[src/rtl/scan_decoder.sv]
// scan_decoder: checks row-scan order on the LED matrix bus and publishes whole frames; ports clk, rst (async active-low), x (column data), y (one-hot row select, row0 = MSB), row (last full frame), frame_valid, seq_err, locked, frame_count (wrapping), err_count (saturating)
module scan_decoder #(
  parameter int ROWS = 10,
  parameter int COLS = 10
) (
  input  logic                       clk,
  input  logic                       rst,
  input  logic [COLS-1:0]            x,
  input  logic [ROWS-1:0]            y,
  output logic [ROWS-1:0][COLS-1:0]  row,
  output logic                       frame_valid,
  output logic                       seq_err,
  output logic                       locked,
  output logic [7:0]                 frame_count,
  output logic [7:0]                 err_count
);
  localparam int W = $clog2(ROWS);
  typedef enum logic {HUNT, TRACK} state_t;
  state_t state;
  logic [1:0] rst_sync;
  logic rst_n;
  logic [ROWS-1:0][COLS-1:0] shadow;
  logic [W-1:0] exp_row, idx, k;
  logic blank, onehot, err, to_hunt, accept;
  always_ff @(posedge clk or negedge rst)
    if (!rst) rst_sync <= '0;
    else rst_sync <= {rst_sync[0], 1'b1};
  assign rst_n = rst_sync[1];
  always_comb begin
    idx = '0;
    for (int i = 0; i < ROWS; i++) if (y[i]) idx = W'(i);
  end
  assign k = W'(ROWS - 1) - idx;
  assign blank = y == '0;
  assign onehot = !blank && (y & (y - ROWS'(1))) == '0;
  assign err = state == TRACK && !blank && (!onehot || k != exp_row);
  // an out-of-order row0 is an error but still restarts the frame in place
  assign to_hunt = err && (!onehot || k != '0);
  assign accept = onehot && (state == HUNT ? k == '0 : (k == exp_row || k == '0));
  always_ff @(posedge clk or negedge rst_n)
    if (!rst_n) begin
      state <= HUNT;
      locked <= 1'b0;
      exp_row <= '0;
      shadow <= '0;
      row <= '0;
      frame_valid <= 1'b0;
      seq_err <= 1'b0;
      frame_count <= '0;
      err_count <= '0;
    end else begin
      frame_valid <= accept && k == W'(ROWS - 1);
      seq_err <= err;
      if (err && err_count != 8'hFF) err_count <= err_count + 8'd1;
      if (to_hunt) begin
        state <= HUNT;
        locked <= 1'b0;
      end else if (accept) begin
        state <= TRACK;
        locked <= 1'b1;
        if (k == W'(ROWS - 1)) begin
          row <= {x, shadow[ROWS-2:0]};
          frame_count <= frame_count + 8'd1;
          exp_row <= '0;
        end else begin
          shadow[k] <= x;
          exp_row <= k + W'(1);
        end
      end
    end
endmodule

[config.mk]
export PLATFORM = sky130hd
export DESIGN_NAME = scan_decoder
export DESIGN_NICKNAME = d
export VERILOG_FILES = /design/src/rtl/scan_decoder.sv
export SDC_FILE = /design/constraint.sdc
export NUM_CORES = 1
export LEC_CHECK = 0
export CORE_MARGIN = 2
export CORE_UTILIZATION = 63
export DETAILED_ROUTE_END_ITERATION = 12
export DONT_BUFFER_PORTS = 1
export PLACE_DENSITY_LB_ADDON = 0.08
export SLEW_MARGIN = 20
export SYNTH_ARGS = -nofsm -noshare
export SYNTH_HDL_FRONTEND = slang
export SYNTH_SLANG_ARGS = --single-unit
[constraint.sdc]
create_clock -name clk -period 7.3 [get_ports clk]
set_clock_uncertainty 0.15 [all_clocks]
set_input_delay 1.825 -clock clk [delete_from_list [all_inputs] [get_ports clk]]
set_output_delay 1.825 -clock clk [all_outputs]
set_load 0.01 [all_outputs]
# ---- After elaboration in Yosys (flattened, before gate mapping)
# Cells that the tools add are included.
dict set report op_classes {
  n_div 0
  magnitude_cmp 2
  n_addsub 5
  mul 0
  bitwise_logic 3
  n_eq_ne 4
  n_reduce_logical 21
  shift 0
  mux 16
}
# cell n
set op_table {}
lappend op_table {{$bwmux W100} 1}
lappend op_table {{$demux W10 S4} 1}
lappend op_table {{$mux W4} 9}
lappend op_table {{$logic_not A10 Y1} 2}
lappend op_table {{$add A8 B1 Y8 const B} 2}
lappend op_table {{$and A10 B10 Y10} 1}
lappend op_table {{$mux W10} 1}
lappend op_table {{$sub A10 B1 Y10 const B} 1}
lappend op_table {{$logic_and A1 B1 Y1} 8}
lappend op_table {{$ne A8 B8 Y1 const B} 1}
lappend op_table {{$reduce_and A3 Y1} 2}
lappend op_table {{$lt A4 B5 Y1 const B} 1}
lappend op_table {{$add A4 B1 Y4 const B} 1}
lappend op_table {{$eq A4 B4 Y1} 1}
lappend op_table {{$eq A4 B4 Y1 const B} 1}
lappend op_table {{$ge A4 B1 Y1 const B} 1}
lappend op_table {{$logic_not A4 Y1} 1}
lappend op_table {{$mux W1} 4}
lappend op_table {{$ne A4 B4 Y1} 1}
lappend op_table {{$reduce_bool A4 Y1} 1}
lappend op_table {{$sub A4 B4 Y4 const A} 1}
lappend op_table {{$logic_or A1 B1 Y1} 3}
lappend op_table {{$logic_not A1 Y1} 2}
lappend op_table {{$not A1 Y1} 2}
lappend op_table {{2 further kinds} 2}
dict set report totals {
  elab_cells 78
  n_memories 0
  ramBits 0
  mem_bits_ro 0
  latch_bits 0
  ff_bits 225
}

# ---- Depth between registers and ports, before layout
# Gate-level depths: netlist of run 1.
dict set report logic_depth {
  word_depth 16
  mapped_depth 13
  mapped_depth_nobuf 10
}

# ---- Least setup slack after synthesis of run 1
# OpenSTA, ideal clock, no wires.
dict set report synth_path {
  kind {input to register}
  from {input port y[4]}
  to {register shadow[20] in the netlist's numbering}
  setup_ns 0.125
  cell_stages 10
  n_path_buf 1
  arrival_time_ns 4.537
  required_ns 7.025
  setup_slack_ns 2.488
  path_cell_list {o31ai_1 > nand2_1 > ha_1 > xnor2_1 > nor3_1 > a31oi_1 > or4_4 > or4_4 > buf_6 > mux2_4}
}
dict set report synth_via {
  elab_chain_cells 13
  word_cells_on_any_way 36
}
# element line
set synth_lines {}
lappend synth_lines {{start, declared} 9} ;# input logic [ROWS-1:0] y,
lappend synth_lines {{branches (longest 13 deep; another with $lt A4 B5 Y1)} -}
lappend synth_lines {{end signal, assigned} 45} ;# shadow <= '0;
lappend synth_lines {{end signal, assigned by index} 66} ;# shadow[k] <= x;
lappend synth_lines {{end, declared} 22} ;# logic [ROWS-1:0][COLS-1:0] shadow;
# Parallel ways; which one is timed is not known.
# A chain may end at the register's enable or synchronous reset.

# ---- Worst setup path in the final report of run 1
dict set report layout_path {
  from {input port y[4]}
  to {register shadow[61] in the netlist's numbering}
}
# Same word-level chain as after synthesis.

==> flow_summary.toml, run 1 <==
[outcome]
status = "completed"

[route]
firstDrtPassIters = 4
drc_errors = 0
viasPerCell = 6.04
finalWirelength_um = 16600
wl_per_cell_um = 22.0
vias = 4561
drt-initial-drc-count = 291
ant_nets = 0

[clocking]
clkLatencyLatePin_ns = 0.49
htree_levels = 1
cts_buffer_depth = 3
cts_resized = 0
cts.sink_count = 215
cts_setup_buffers = 0
cts_tree = "done"
clk_pin_slew_worst_paths_ns = 0.06
holdBufCountCts = 0
cts_made_buffers = 22
cts.root.buffer_cell = "clkbuf_16"

[setup_path]
path_delay_family = "simple AND/OR/NAND/NOR gates"
critPathLaunchType = "input port"
r2r_cells = 6
endpoint_kind = "flip-flop"
crit_type = "input port to flip-flop"
r2r_end = "shadow[61]"
critPathMaxFanout = 12
required_ns = 7.53
crit_chain = "o31ai_1 > nand2_1 > ha_1 > xnor2_1 > nor3_1 > a31oi_1 > or4_4 > or4_4 > mux2_4"
reg2reg_from = "exp_row[3]"
cp_common_cell = "or4_4"
cpPeakStageDelay_ns = 0.72
path_buf_inv = 0
cp_data_arrival_time_ns = 5.11
r2r_slack_ns = 4.47
cpMaxStageDelayCell = "or4_4"

[final_layout]
antennaDiodeCount = 0
drive_above_1_share_pct = 43.4
final_nets = 591
fillers = 885
area.growth.synth_to_final_pct = 9.92
regArea_mm2 = 0.00538
layoutNonFillerInstCount = 755
utilization_pct = 71.6
multi_input_area_mm2 = 0.00317

[synth]
synth_xor_area_share_pct = 1.61
synthArstFlopShare_pct = 100
synth_compound_area_share_pct = 1.75
synth_cells = 565
ys_ff_latch = 215
ys.flop_type = "dfrtp_1"
ys_warn_count = 0
synthesis.area_mm2 = 0.00870
synth.distinct_cells = 45
synth_edf_count = 0
synth-adder-area-share_pct = 0.575
avgSynthCellArea_um2 = 15.4
syn-num-nets = 591
synth_top_family_by_area = "multiplexers"
yosys.area_share.simple_pct = 5.95
ys_seq_area_share_pct = 61.8
muxShareOfSynthArea_pct = 26.4

[timing]
rsz0062_at_grt = "false"
finalSetupViolations = 0
tns_ns = 0
max_freq_mhz = 205
hold_violations = 0
relSlewSlack_pct = 49.0
worst_pin_slew_ns = 0.758
fin_ws_ns = 2.42
drv_slew = 0
fin_crit_sh_pct = 66.8
finalCriticalPeriod_ns = 4.88

[power_and_ir_drop]
fin_total_pwr_mw = 2.40
seq_power_share_pct = 51.6
cellPowerDensity_mw_per_mm2 = 251
leakagePower_nw = 4.84
max-vdd-ir-drop_uv = 191
switching_share_pct = 21.6
p_switching_mw = 0.517
p_int_mw = 1.88
combPwrFrac_pct = 3.3
clockPowerShare_pct = 45.1

[global_route]
grt_pass1_vias = 4868
grt_overflow = 0
grt_max_degree = 136
grtUsageTotal_pct = 23.1
antenna_found_initial = 0
grt_pass1_wl_um = 26500

[placed_design]
portBuffers = 0
dp_hpwl_um = 10800
gp_congestion = 0.863
dp_slack_ns = 1.98
dp_cells = 716

[floorplan]
die_h_um = 122
die_area_mm2 = 0.0148
core.rowCount = 42
ioPinCount = 141
die_width_um = 122
start_util_pct = 65.2
core_area_mm2 = 0.0133

[hold_path]
min_path_type = "flip-flop to asynchronous set/reset pin"

[run]
drv_cap = 0
==> layout by cell type (no fill, tap or decap), types with 2 or more instances in the layout <==
cell	count
a211oi_1	3
a21oi_1	4
a31oi_1	3
and3_1	4
buf_4	2
clkbuf_1	5
clkbuf_16	22
clkbuf_8	5
clkinv_2	3
dfrtp_1	214
ha_1	4
inv_1	5
mux2_2	177
mux2_4	20
nand2_1	13
nand2b_1	5
nand3_1	6
nand3b_1	2
nand4_1	4
nand4b_1	2
nor2_1	8
nor3_1	10
nor3_4	6
nor4_1	2
nor4_2	2
o21ai_0	4
o31ai_1	2
or4_1	2
or4_4	3
xnor2_1	11
xor2_1	5
==> synth_stat cells, types with 4 or more instances <==
cell | number | area share [%]
ha_1 | 4 | 0.58
nand3_1 | 6 | 0.35
buf_2 | 12 | 0.69
nand2b_1 | 5 | 0.36
inv_1 | 5 | 0.22
buf_1 | 12 | 0.52
nand4_1 | 4 | 0.29
and3_1 | 4 | 0.29
xnor2_1 | 11 | 1.1
mux2_2 | 177 | 23
nand2_1 | 13 | 0.56
nor3_4 | 6 | 1.1
o21ai_0 | 4 | 0.23
nor3_1 | 10 | 0.58
mux2_4 | 20 | 3.5
nor2_1 | 8 | 0.35
xor2_1 | 5 | 0.50
a21oi_1 | 4 | 0.23
dfrtp_1 | 215 | 62
==> cell families (layout without fill, tap and decap cells) <==
group,after synthesis,count (layout)
mux,197,197
fa+ha+maj,4,4
compound gates,23,23
flops,215,215
xor+xnor,16,16
buf+inv,33,47
other cells,1,1
simple gates,76,76
==> metal layers <==
layer	track usage (%)	vias to the layer above	part of all wire, %
li1	-	2011	-
met1	30.4	2393	41
met3	7.66	22	8.1
met5	0	-	0
met4	5.60	0	1.5
met2	37.8	135	49
==> final cells by class <==
| class | count | area share, % |
|---|---|---|
| repair buffers | 4 | 0.654 |
| multi-input cells | 317 | 33.2 |
| clock buffers | 32 | 6.67 |
| well taps | 176 | 2.30 |
| clock inverters | 6 | 0.720 |
| inverters | 5 | 0.196 |
| flip-flops and latches | 215 | 56.3 |
==> power groups by stage <==
stage	sequential [mW]	combinational [mW]	clock [mW]
after floorplan	1.27	0.0534	0
after global placement	1.26	0.0686	0
after detailed placement	1.26	0.0715	0
after CTS	1.24	0.0716	1.10
after global routing	1.24	0.0892	1.16
final	1.24	0.0787	1.08
==> per-stage QoR <==
step	cell area, um2	hold WS, ns
finish	9560	0.0584
global route	9560	0.0846
CTS	9530	0.209
detailed placement	8820	0.189
global placement	8820	0.191
floorplan	8700	0.181
==> worst max-delay path by stage <==
| stage | from | end | slack [ns] | depth (start not counted) |
|---|---|---|---|---|
| floorplan | rst_sync[1] | err_count[0] | 0.71 | 0 |
| global placement | y[4] | shadow[61] | 2.07 | 9 |
| detailed placement | y[4] | shadow[68] | 1.98 | 9 |
| CTS | y[4] | shadow[61] | 2.49 | 9 |
| global route | y[2] | frame_count[5] | 2.32 | 11 |
| finish | y[4] | shadow[61] | 2.42 | 9 |
==> flip-flops by register name (all words and copies together) (netlist names) <==
signal       cells
err_count        8
exp_row          4
frame_count      8
frame_valid      1
row            100
rst_sync         2
seq_err          1
shadow          90
state            1
Power figures use the tool's default switching activity.
==> run 2, diff against run 1 <==
--- a/config.mk
+++ b/config.mk
@@ -6,7 +6,7 @@
 export NUM_CORES = 1
 export LEC_CHECK = 0
 export CORE_MARGIN = 2
-export CORE_UTILIZATION = 63
+export CORE_UTILIZATION = 57
 export DETAILED_ROUTE_END_ITERATION = 12
 export DONT_BUFFER_PORTS = 1
 export PLACE_DENSITY_LB_ADDON = 0.08
==> constraint.sdc (replaced) <==
create_clock -name clk -period 4 [get_ports clk]
set_clock_uncertainty 0.15 [all_clocks]
set_input_delay 1 -clock clk [delete_from_list [all_inputs] [get_ports clk]]
set_output_delay 1 -clock clk [all_outputs]
set_load 0.01 [all_outputs]
==> run 2 against run 1 <==
First-iteration DRC count shrank 26%. Critical path type unchanged. Clock power grew 99%. Largest cell class unchanged. Wire length grew 7.0%. Highest routed layer unchanged. Count of clock-buffer cells in the layout is the same. Die area grew 10%. Final area grew 3.1%. Total power grew 90%. Sequential power grew 82%.
==> flow_summary.toml, run 2 (synthesized netlist as in run 1, its figures left out) <==
[route]
drc_errors = 0
drt-initial-drc-count = 214
vias = 4699
firstDrtPassIters = 4
finalWirelength_um = 17700
ant_nets = 0
wl_per_cell_um = 22.4
viasPerCell = 5.94

[clocking]
cts_resized = 0
cts.sink_count = 215
clk_pin_slew_worst_paths_ns = 0.06
cts_setup_buffers = 0
holdBufCountCts = 0
cts.root.buffer_cell = "clkbuf_16"
clkLatencyLatePin_ns = 0.51
cts_buffer_depth = 3
htree_levels = 1
cts_made_buffers = 22
cts_tree = "done"

[final_layout]
top_regs = "row: 100 flops, shadow: 90 flops"
antennaDiodeCount = 0
final_common_cell = "dfrtp_1"
layout_common_cells = "dfrtp_1 (214), mux2_2 (177), clkbuf_16 (22)"
layoutNonFillerInstCount = 791
largest_reg_flops = 100
area.growth.synth_to_final_pct = 13.3
final_nets = 613
largest-register = "row"
drive_above_1_share_pct = 45.6

[timing]
finalSetupViolations = 0
fin_crit_sh_pct = 86.0
relSlewSlack_pct = 55.2
tns_ns = 0
hold_violations = 0
finalCriticalPeriod_ns = 3.44
rsz0062_at_grt = "false"
hold_slack_ns = 0.0355
drv_slew = 0
max_freq_mhz = 291
worst_pin_slew_ns = 0.673

[setup_path]
critPathMaxFanout = 35
cp_data_arrival_time_ns = 3.67
endpoint_kind = "flip-flop"
required_ns = 4.23
cpPeakStageDelay_ns = 0.47
cp_common_cell = "buf_4"
cpMaxStageDelayCell = "buf_4"
r2r_slack_ns = 1.35
reg2reg_from = "exp_row[3]"
crit_chain = "o31ai_1 > nand2_1 > ha_1 > buf_4 > xor2_1 > nor2_1 > nand4_1 > nor4b_2 > buf_4 > mux2_2"
critPathLaunchType = "input port"
crit_type = "input port to flip-flop"
worstSetupStartpoint = "y[4]"

[power_and_ir_drop]
leakagePower_nw = 4.99
max-vdd-ir-drop_uv = 299
cellPowerDensity_mw_per_mm2 = 462

[global_route]
grtUsageTotal_pct = 22.5
grt_max_degree = 127
grt_pass1_vias = 5009
grt_pass1_wl_um = 28500
grt_overflow = 0
antenna_found_initial = 1

[floorplan]
core_area_mm2 = 0.0150
die_area_mm2 = 0.0163
start_util_pct = 57.9
die_h_um = 128
ioPinCount = 141
die_width_um = 128
core.rowCount = 45

[run]
drv_cap = 0

[placed_design]
gp_congestion = 0.835
dp_cells = 751
portBuffers = 0
dp_hpwl_um = 11600

[outcome]
status = "completed"

[hold_path]
min_path_type = "input port to asynchronous set/reset pin"
-- run 2: changes by cell type in the layout (fill, tap and decap cells not counted), sizes merged --
cell	change
buf	+22
bufinv	+2
clkinv	+1
clkinvlp	-1
-- run 2: per-stage QoR --
step,power [mW],utilization [%],setup WS [ns],area (um2)
floorplan,2.41,-,0.0127,8700
global placement,2.44,60.4,0.104,9080
detailed placement,2.45,60.4,0.0692,9080
CTS,4.60,65.6,0.573,9860
global route,4.71,65.6,0.345,9860
finish,4.55,65.6,0.560,9860
-- run 2: cell type report --
class                   count  area, um2
repair buffers             26        283
flip-flops and latches    215       5380
clock inverters             8        126
inverters                   5       18.8
multi-input cells         317       3160
clock buffers              32        648
well taps                 188        235
fillers                  1110       5170
-- run 2: path summary, 6_finish.rpt --
kind	to	cells past startpoint
worst min register to register	row[56]	0
worst max register to register	shadow[65]	6
worst max-delay path	row[91]	10
worst min-delay path	rst_sync[1]	0
min in group clk	rst_sync[1]	0
max in group asynchronous	shadow[32]	1
-- run 2: power breakdown --
| group | internal (mW) | switching, mW |
|---|---|---|
| Combinational | 0.0583 | 0.0895 |
| Sequential | 2.21 | 0.0519 |
| Clock | 1.32 | 0.825 |
-- run 2: worst max-delay path, delay by kind of cell --
family / cells / cell delay, ns
AOI/OAI and AO/OA: 1 / 0.32
xor gates and xnor gates: 1 / 0.21
adders and majority gates: 1 / 0.22
buffers and inverters: 2 / 0.62
muxes: 1 / 0.39
and+or+nand+nor: 4 / 0.88
-- run 2: layer usage --
layer | track usage (%) | vias up | wire (um)
li1 | - | 2062 | -
met1 | 30.3 | 2470 | 7560
met2 | 36.0 | 135 | 8480
met3 | 6.07 | 32 | 1270
met4 | 7.11 | 0 | 429
met5 | 0 | - | 0
